$ cat src/rtl/pwm_bank_pkg.sv
// Purpose: shared constants, types and helpers for the pwm_bank block.
// Latency: none (package only).
// Backpressure: none (package only).
package pwm_bank_pkg;

    // Largest duty value and the length of one edge-aligned period in ticks.
    function automatic int cnt_max(input int cnt_w);
        return (1 << cnt_w) - 1;
    endfunction

    // Width of a channel index; never narrower than one bit.
    function automatic int ch_idx_w(input int num_ch);
        return (num_ch > 1) ? $clog2(num_ch) : 1;
    endfunction

    // Output-mode encoding for a single channel.
    typedef enum logic [1:0] {
        OUT_OFF         = 2'd0,
        OUT_STATIC_HIGH = 2'd1,
        OUT_PWM         = 2'd2
    } out_mode_e;

    function automatic out_mode_e decode_mode(input logic en_out, input logic en_pwm);
        if (!en_out) begin
            return OUT_OFF;
        end
        return en_pwm ? OUT_PWM : OUT_STATIC_HIGH;
    endfunction

    function automatic logic drive_level(input out_mode_e mode, input logic raw);
        case (mode)
            OUT_PWM:         return raw;
            OUT_STATIC_HIGH: return 1'b1;
            default:         return 1'b0;
        endcase
    endfunction

endpackage

$ cat src/rtl/pwm_bank_if.sv
// Purpose: duty-register write port from the SPI register file into pwm_bank.
// Latency: write lands in the pending register on the clock edge it is presented.
// Backpressure: none; every strobe is accepted, out-of-range indices are dropped.
//   master: duty_wr_en, duty_wr_ch, duty_wr_data driven by the register file
//   slave : same signals consumed by pwm_bank
interface pwm_bank_if
    import pwm_bank_pkg::*;
#(
    parameter int NUM_CH = 16,
    parameter int CNT_W  = 8
) ();
    localparam int CH_W = ch_idx_w(NUM_CH);

    logic             duty_wr_en;
    logic [CH_W-1:0]  duty_wr_ch;
    logic [CNT_W-1:0] duty_wr_data;

    modport master (
        output duty_wr_en,
        output duty_wr_ch,
        output duty_wr_data
    );

    modport slave (
        input duty_wr_en,
        input duty_wr_ch,
        input duty_wr_data
    );
endinterface

$ cat src/rtl/pwm_timebase.sv
// Purpose: prescaler plus period counter shared by all PWM channels.
// Latency: cnt moves one clk after each prescaler tick; boundary is combinational.
// Backpressure: none; free-running.
//   in : clk, rst_n, presc (reload; counter steps every presc+1 clks)
//   out: cnt (period counter), boundary (last tick of the period)
//   PWM_CENTER_ALIGN_EN defined: up/down triangle counter; undefined: sawtooth.
module pwm_timebase
    import pwm_bank_pkg::*;
#(
    parameter int CNT_W   = 8,
    parameter int PRESC_W = 4
) (
    input  logic               clk,
    input  logic               rst_n,
    input  logic [PRESC_W-1:0] presc,
    output logic [CNT_W-1:0]   cnt,
    output logic               boundary
);
    localparam int               MAX_I = cnt_max(CNT_W);
    localparam logic [CNT_W-1:0] MAX   = MAX_I[CNT_W-1:0];
    localparam logic [CNT_W-1:0] LAST  = MAX - 1'b1;
    localparam logic [CNT_W-1:0] ONE   = {{(CNT_W-1){1'b0}}, 1'b1};

    logic [PRESC_W-1:0] pcnt;
    logic               tick;

    // >= rather than == so that lowering presc below the running count
    // wraps on the very next cycle instead of running all the way round.
    assign tick = (pcnt >= presc);

    always_ff @(posedge clk or negedge rst_n) begin
        if (!rst_n) begin
            pcnt <= '0;
        end else if (tick) begin
            pcnt <= '0;
        end else begin
            pcnt <= pcnt + 1'b1;
        end
    end

`ifdef PWM_CENTER_ALIGN_EN
    logic up;

    // Reload at the valley so both halves of the triangle use one duty.
    assign boundary = tick && !up && (cnt == ONE);

    always_ff @(posedge clk or negedge rst_n) begin
        if (!rst_n) begin
            cnt <= '0;
            up  <= 1'b1;
        end else if (tick) begin
            if (up) begin
                if (cnt == MAX) begin
                    cnt <= MAX - 1'b1;
                    up  <= 1'b0;
                end else begin
                    cnt <= cnt + 1'b1;
                end
            end else begin
                cnt <= cnt - 1'b1;
                if (cnt == ONE) begin
                    up <= 1'b1;
                end
            end
        end
    end
`else
    // Wrap at MAX-1 so the period is MAX ticks and duty=MAX is solid high.
    assign boundary = tick && (cnt == LAST);

    always_ff @(posedge clk or negedge rst_n) begin
        if (!rst_n) begin
            cnt <= '0;
        end else if (tick) begin
            cnt <= (cnt == LAST) ? '0 : cnt + ONE;
        end
    end
`endif

endmodule

$ cat src/rtl/pwm_bank.sv
// Purpose: NUM_CH-channel PWM with shadowed duties reloaded only at period boundaries.
// Latency: out is registered one clk after cnt/active; period_start one clk after boundary.
// Backpressure: none; duty writes always accepted, out-of-range channel writes dropped.
//   in : clk, rst_n, en_out, en_pwm, presc, duty_if (slave: duty_wr_en/ch/data)
//   out: period_start (pulse aligned with cnt==0 and freshly loaded duties), out
//   PWM_CENTER_ALIGN_EN selects a centre-aligned (triangle) time base.
module pwm_bank
    import pwm_bank_pkg::*;
#(
    parameter int NUM_CH  = 16,
    parameter int CNT_W   = 8,
    parameter int PRESC_W = 4
) (
    input  logic               clk,
    input  logic               rst_n,
    input  logic [NUM_CH-1:0]  en_out,
    input  logic [NUM_CH-1:0]  en_pwm,
    input  logic [PRESC_W-1:0] presc,
    pwm_bank_if.slave          duty_if,
    output logic               period_start,
    output logic [NUM_CH-1:0]  out
);
    localparam int CH_W = ch_idx_w(NUM_CH);

    logic [CNT_W-1:0]  cnt;
    logic              boundary;
    logic [NUM_CH-1:0] out_nxt;

    pwm_timebase #(
        .CNT_W   (CNT_W),
        .PRESC_W (PRESC_W)
    ) u_timebase (
        .clk      (clk),
        .rst_n    (rst_n),
        .presc    (presc),
        .cnt      (cnt),
        .boundary (boundary)
    );

    for (genvar i = 0; i < NUM_CH; i++) begin : g_ch
        logic [CNT_W-1:0] pending;
        logic [CNT_W-1:0] active;
        logic             wr_hit;
        logic             raw;

        // Indices with no matching channel simply never hit.
        assign wr_hit = duty_if.duty_wr_en && (duty_if.duty_wr_ch == CH_W'(i));

        // A write on the boundary edge lands in pending while active takes
        // the old pending value, so it shows up one period later.
        always_ff @(posedge clk or negedge rst_n) begin
            if (!rst_n) begin
                pending <= '0;
                active  <= '0;
            end else begin
                if (wr_hit) begin
                    pending <= duty_if.duty_wr_data;
                end
                if (boundary) begin
                    active <= pending;
                end
            end
        end

        assign raw        = (cnt < active);
        assign out_nxt[i] = drive_level(decode_mode(en_out[i], en_pwm[i]), raw);
    end

    always_ff @(posedge clk or negedge rst_n) begin
        if (!rst_n) begin
            out          <= '0;
            period_start <= 1'b0;
        end else begin
            out          <= out_nxt;
            period_start <= boundary;
        end
    end

endmodule

$ cat src/flat_wrapper.sv
// flat-port wrapper written by rule: the top's interface ports become plain ports
module pwm_bank_flat import pwm_bank_pkg::*;
#(
    parameter int NUM_CH  = 16,
    parameter int CNT_W   = 8,
    parameter int PRESC_W = 4
)
  (clk, rst_n, en_out, en_pwm, presc, period_start, out, duty_if_duty_wr_en, duty_if_duty_wr_ch, duty_if_duty_wr_data);
  pwm_bank_if #(.NUM_CH(NUM_CH), .CNT_W(CNT_W)) duty_if_i ();
  input  logic clk;
  input  logic rst_n;
  input  logic [NUM_CH-1:0] en_out;
  input  logic [NUM_CH-1:0] en_pwm;
  input  logic [PRESC_W-1:0] presc;
  output logic period_start;
  output logic [NUM_CH-1:0] out;
  input wire logic [$bits(duty_if_i.duty_wr_en)-1:0] duty_if_duty_wr_en;
  input wire logic [$bits(duty_if_i.duty_wr_ch)-1:0] duty_if_duty_wr_ch;
  input wire logic [$bits(duty_if_i.duty_wr_data)-1:0] duty_if_duty_wr_data;
  assign duty_if_i.duty_wr_en = duty_if_duty_wr_en;
  assign duty_if_i.duty_wr_ch = duty_if_duty_wr_ch;
  assign duty_if_i.duty_wr_data = duty_if_duty_wr_data;
  pwm_bank #(.NUM_CH(NUM_CH), .CNT_W(CNT_W), .PRESC_W(PRESC_W)) u_core (.clk(clk), .rst_n(rst_n), .en_out(en_out), .en_pwm(en_pwm), .presc(presc), .duty_if(duty_if_i), .period_start(period_start), .out(out));
endmodule
$ cat config.mk
export PLATFORM = sky130hd
export DESIGN_NAME = pwm_bank_flat
export DESIGN_NICKNAME = d
export VERILOG_FILES = /design/src/rtl/pwm_bank_pkg.sv /design/src/rtl/pwm_bank_if.sv /design/src/rtl/pwm_timebase.sv /design/src/rtl/pwm_bank.sv /design/src/flat_wrapper.sv
export SDC_FILE = /design/constraint.sdc
export NUM_CORES = 1
export LEC_CHECK = 0
export ABC_CLOCK_PERIOD_IN_PS = 2300
export BUFFER_PORTS_ARGS = -buffer_cell sky130_fd_sc_hd__buf_4
export CAP_MARGIN = 10
export CORE_ASPECT_RATIO = 1.1
export CORE_MARGIN = 2
export CORE_UTILIZATION = 56
export DETAILED_ROUTE_END_ITERATION = 12
export GPL_TIMING_DRIVEN = 1
export PLACE_DENSITY_LB_ADDON = 0.15
export SLEW_MARGIN = 20
export SYNTH_ARGS = -nofsm -noshare
export SYNTH_HDL_FRONTEND = slang
export SYNTH_SLANG_ARGS = --single-unit
$ cat constraint.sdc
create_clock -name clk -period 2.3 [get_ports clk]
set_clock_uncertainty 0.2 [all_clocks]
set_input_delay 0.345 -clock clk [delete_from_list [all_inputs] [get_ports clk]]
set_output_delay 0.345 -clock clk [all_outputs]
set_load 0.005 [all_outputs]
==> reports/metrics.cfg <==
[run_status]
status = complete, no violations

[logic_synthesis]
synth-simple-area-share = 0.0522
seq_area_frac_synth = 0.502
ys_async_sr_fraction = 1.00
yosys.area.top_type = dfrtp_1
yosysWarnings = 0
synth_ff_type = dfrtp_1
synth.ff_latch_count = 285
muxShareOfSynthArea = 0.229
synth_top_family_by_area = multiplexers
synthAdderAreaFrac = 0.105
synth_cell_types = 42
synth_nets = 1253
netlist_area_um2 = 14200
synth-compound-area-share = 0.0552
synth_edf_count = 0
avgSynthCellArea_um2 = 13.1
syn_inst = 1083
yosysTopAreaCellShare = 0.502
synth_area_leaders = dfrtp_1, mux2_2, mux2_4
synth-xor-area-share = 0.00123

[timing]
post-route-period-util = 0.979
fin_tns_setup_ns = 0
max_freq_mhz = 444
worst_pin_slew_ns = 0.562
slew_headroom = 0.626
rsz0062_at_grt = true
setup_violations = 0
period_minus_slack_ns = 2.25
final-hold-violation-count = 0
drv_slew = 0

[critical_path]
crit_arrival_ns = 2.47
required_ns = 2.52
crit_type = reg2reg
crit_path_start_kind = flip-flop
crit_fanout = 19
rr_worst_depth = 8
end_kind = flip-flop
r2r_slack_ns = 0.05

[routing]
drt_pre_antenna_iters = 4
drc = 0
vias = 8524
drt-initial-drc-count = 308
wl_per_cell_um = 18.9
vias_per_cell = 5.47
wl_um = 29400
ant_nets = 0

[run]
maxCapViolations = 0

[placement]
dp_hpwl_um = 18100
io_buffers = 67
dpl_cell_area_um2 = 15200
gp_congestion = 0.746

[clock_tree]
cts_inserted_buffers = 30
clk_pin_slew_ns = 0.06
clock_tree.root_cell = clkbuf_16
clk_path_buf_depth = 3
cts_tree = built
cts_sinks = 285
h-tree-depth = 1
clk-insertion-delay-late_ns = 0.54

[power]
power.switching_w = 0.00403
p_int_w = 0.0101
switching_share = 0.286
pwr-share-seq = 0.428
power.leakage_nw = 7.79
ir_worst_vdd_uv = 753
p_per_area_nw_per_um2 = 852
comb_power_share = 0.251
clock_power_share = 0.321

[final_layout]
fin_nets = 1397
antennaDiodeCount = 0
fillCellCount = 1872
area_growth_pct = 16.6
seqCellArea_um2 = 7140
drive_above_1_share = 0.334
fin_area_um2 = 16600
multi_input_area_um2 = 6320

[global_route]
grt_overflow = 0
antenna_found_initial = 0
first_global_vias = 8851
grt_pass1_wl_um = 47200
grt_max_degree = 70
grt.total_usage = 0.227

[floorplan]
rows = 61
die_x_um = 156
die_area_um2 = 26700
initial_core_util = 0.566
core_um2 = 25100
die_h_um = 171
ioPinCount = 68

[hold_path]
hold_path_depth = 2
hold_class = in2reg

==> area by class of cell <==
cell class                 count  share of cell area
clock buffer                  48              0.0555
inverter                     124              0.0281
multi-input combinational    642               0.381
sequential                   285               0.431
tap                          315              0.0238
timing repair buffer         144              0.0805
==> kinds of logic (layout without fill, tap and decap cells) <==
logic type / Yosys count / after routing
AO/OA/AOI/OAI: 119 / 119
XOR/XNOR: 2 / 2
adder cells (fa/ha/maj): 119 / 119
buffers and inverters: 156 / 316
flip-flops: 285 / 285
multiplexers: 256 / 256
AND/OR/NAND/NOR: 146 / 146
==> placed cells by master (no fill, tap or decap), drive strengths merged, types with 2 or more instances in the layout <==
cell / n
nor3: 8
clkbuf: 50
nor3b: 7
ha: 119
o31ai: 13
inv: 124
o211ai: 6
o41ai: 3
and2: 3
nand4: 12
nor2: 58
mux2: 256
dfrtp: 285
nand3: 15
a21o: 17
nand3b: 4
o21ai: 26
and3: 2
nor2b: 11
a21oi: 39
nand2b: 5
buf: 109
dlygate4sd3: 33
a41o: 11
or3: 3
nand2: 13
==> power by group through the flow <==
stage / sequential [W] / clock (W) / combinational [W]
floorplan: 0.00619 / 0 / 0.00213
global placement: 0.00609 / 0 / 0.00338
detailed placement: 0.00613 / 0 / 0.00351
CTS: 0.00604 / 0.00465 / 0.00359
global route: 0.00613 / 0.00483 / 0.00405
finish: 0.00604 / 0.00453 / 0.00355
==> cells in the mapped netlist (all sizes together) (4+ instances only) <==
master	n
nand3	15
a21oi	39
nor2b	11
clkbuf	17
a21o	17
nand2	13
inv	124
mux2	256
buf	15
nand4	12
nor3b	7
ha	119
dfrtp	285
a41o	11
nand3b	4
nor3	8
nand2b	5
nor2	58
o31ai	13
o21ai	26
o211ai	6
==> state kept, by name, indices dropped and copies added (netlist names) <==
name / count
u_core.g_ch.pending: 128
u_core.u_timebase.cnt: 8
u_core.out: 16
u_core.g_ch.active: 128
u_core.period_start: 1
u_core.u_timebase.pcnt: 4
==> timing repair <==
action | 4_1_cts | 5_1_grt
gates cloned | 0 | 2
buffers inserted | 1 | 0
pin swaps | 1 | 0
resized for setup | 0 | 3
endpoints found under the setup margin | 128 | 111
hold buffers | 33 | 0
endpoints found under the hold margin | 77 | 0
==> per-stage QoR <==
step	utilization	instances	hold WS [ns]	setup slack, ns	total power, W
after detailed placement	0.606	1474	0.153	-0.263	0.00964
after global placement	0.606	1474	0.156	-0.256	0.00947
after floorplan	-	1083	-0.151	0.0158	0.00833
final	0.660	1558	0.0507	0.0481	0.0141
after global routing	0.660	1558	0.0543	-0.0192	0.0150
after CTS	0.657	1556	0.0488	-0.0115	0.0143
==> per-layer routing <==
layer / wire, um / global-route usage
met1: 13700 / 0.317
met2: 14000 / 0.378
met5: 0 / 0
met4: 523 / 0.0578
met3: 1210 / 0.0312
==> critical path: stages, from the launching register on <==
cell       delay [ns]
dfrtp_1          0.34
inv_1            0.04
ha_1             0.26
nand2b_4         0.15
a2111oi_4        0.36
nor3b_4          0.08
buf_12           0.17
clkbuf_16        0.21
mux2_4           0.31
==> path summary, 6_finish.rpt <==
check,start,endpoint
max,u_core.u_timebase.pcnt[0]$_DFF_PN0_,u_core.g_ch[9].active[2]$_DFFE_PN0P_
min,duty_if_duty_wr_data[1],u_core.g_ch[7].pending[1]$_DFFE_PN0P_
max reg2reg,u_core.u_timebase.pcnt[0]$_DFF_PN0_,u_core.g_ch[9].active[2]$_DFFE_PN0P_
min reg2reg,u_core.g_ch[1].pending[5]$_DFFE_PN0P_,u_core.g_ch[1].active[5]$_DFFE_PN0P_
max in group asynchronous,rst_n,u_core.g_ch[3].active[5]$_DFFE_PN0P_
min in group asynchronous,rst_n,u_core.g_ch[6].active[7]$_DFFE_PN0P_
No activity file was read; power rests on OpenSTA's default activity.
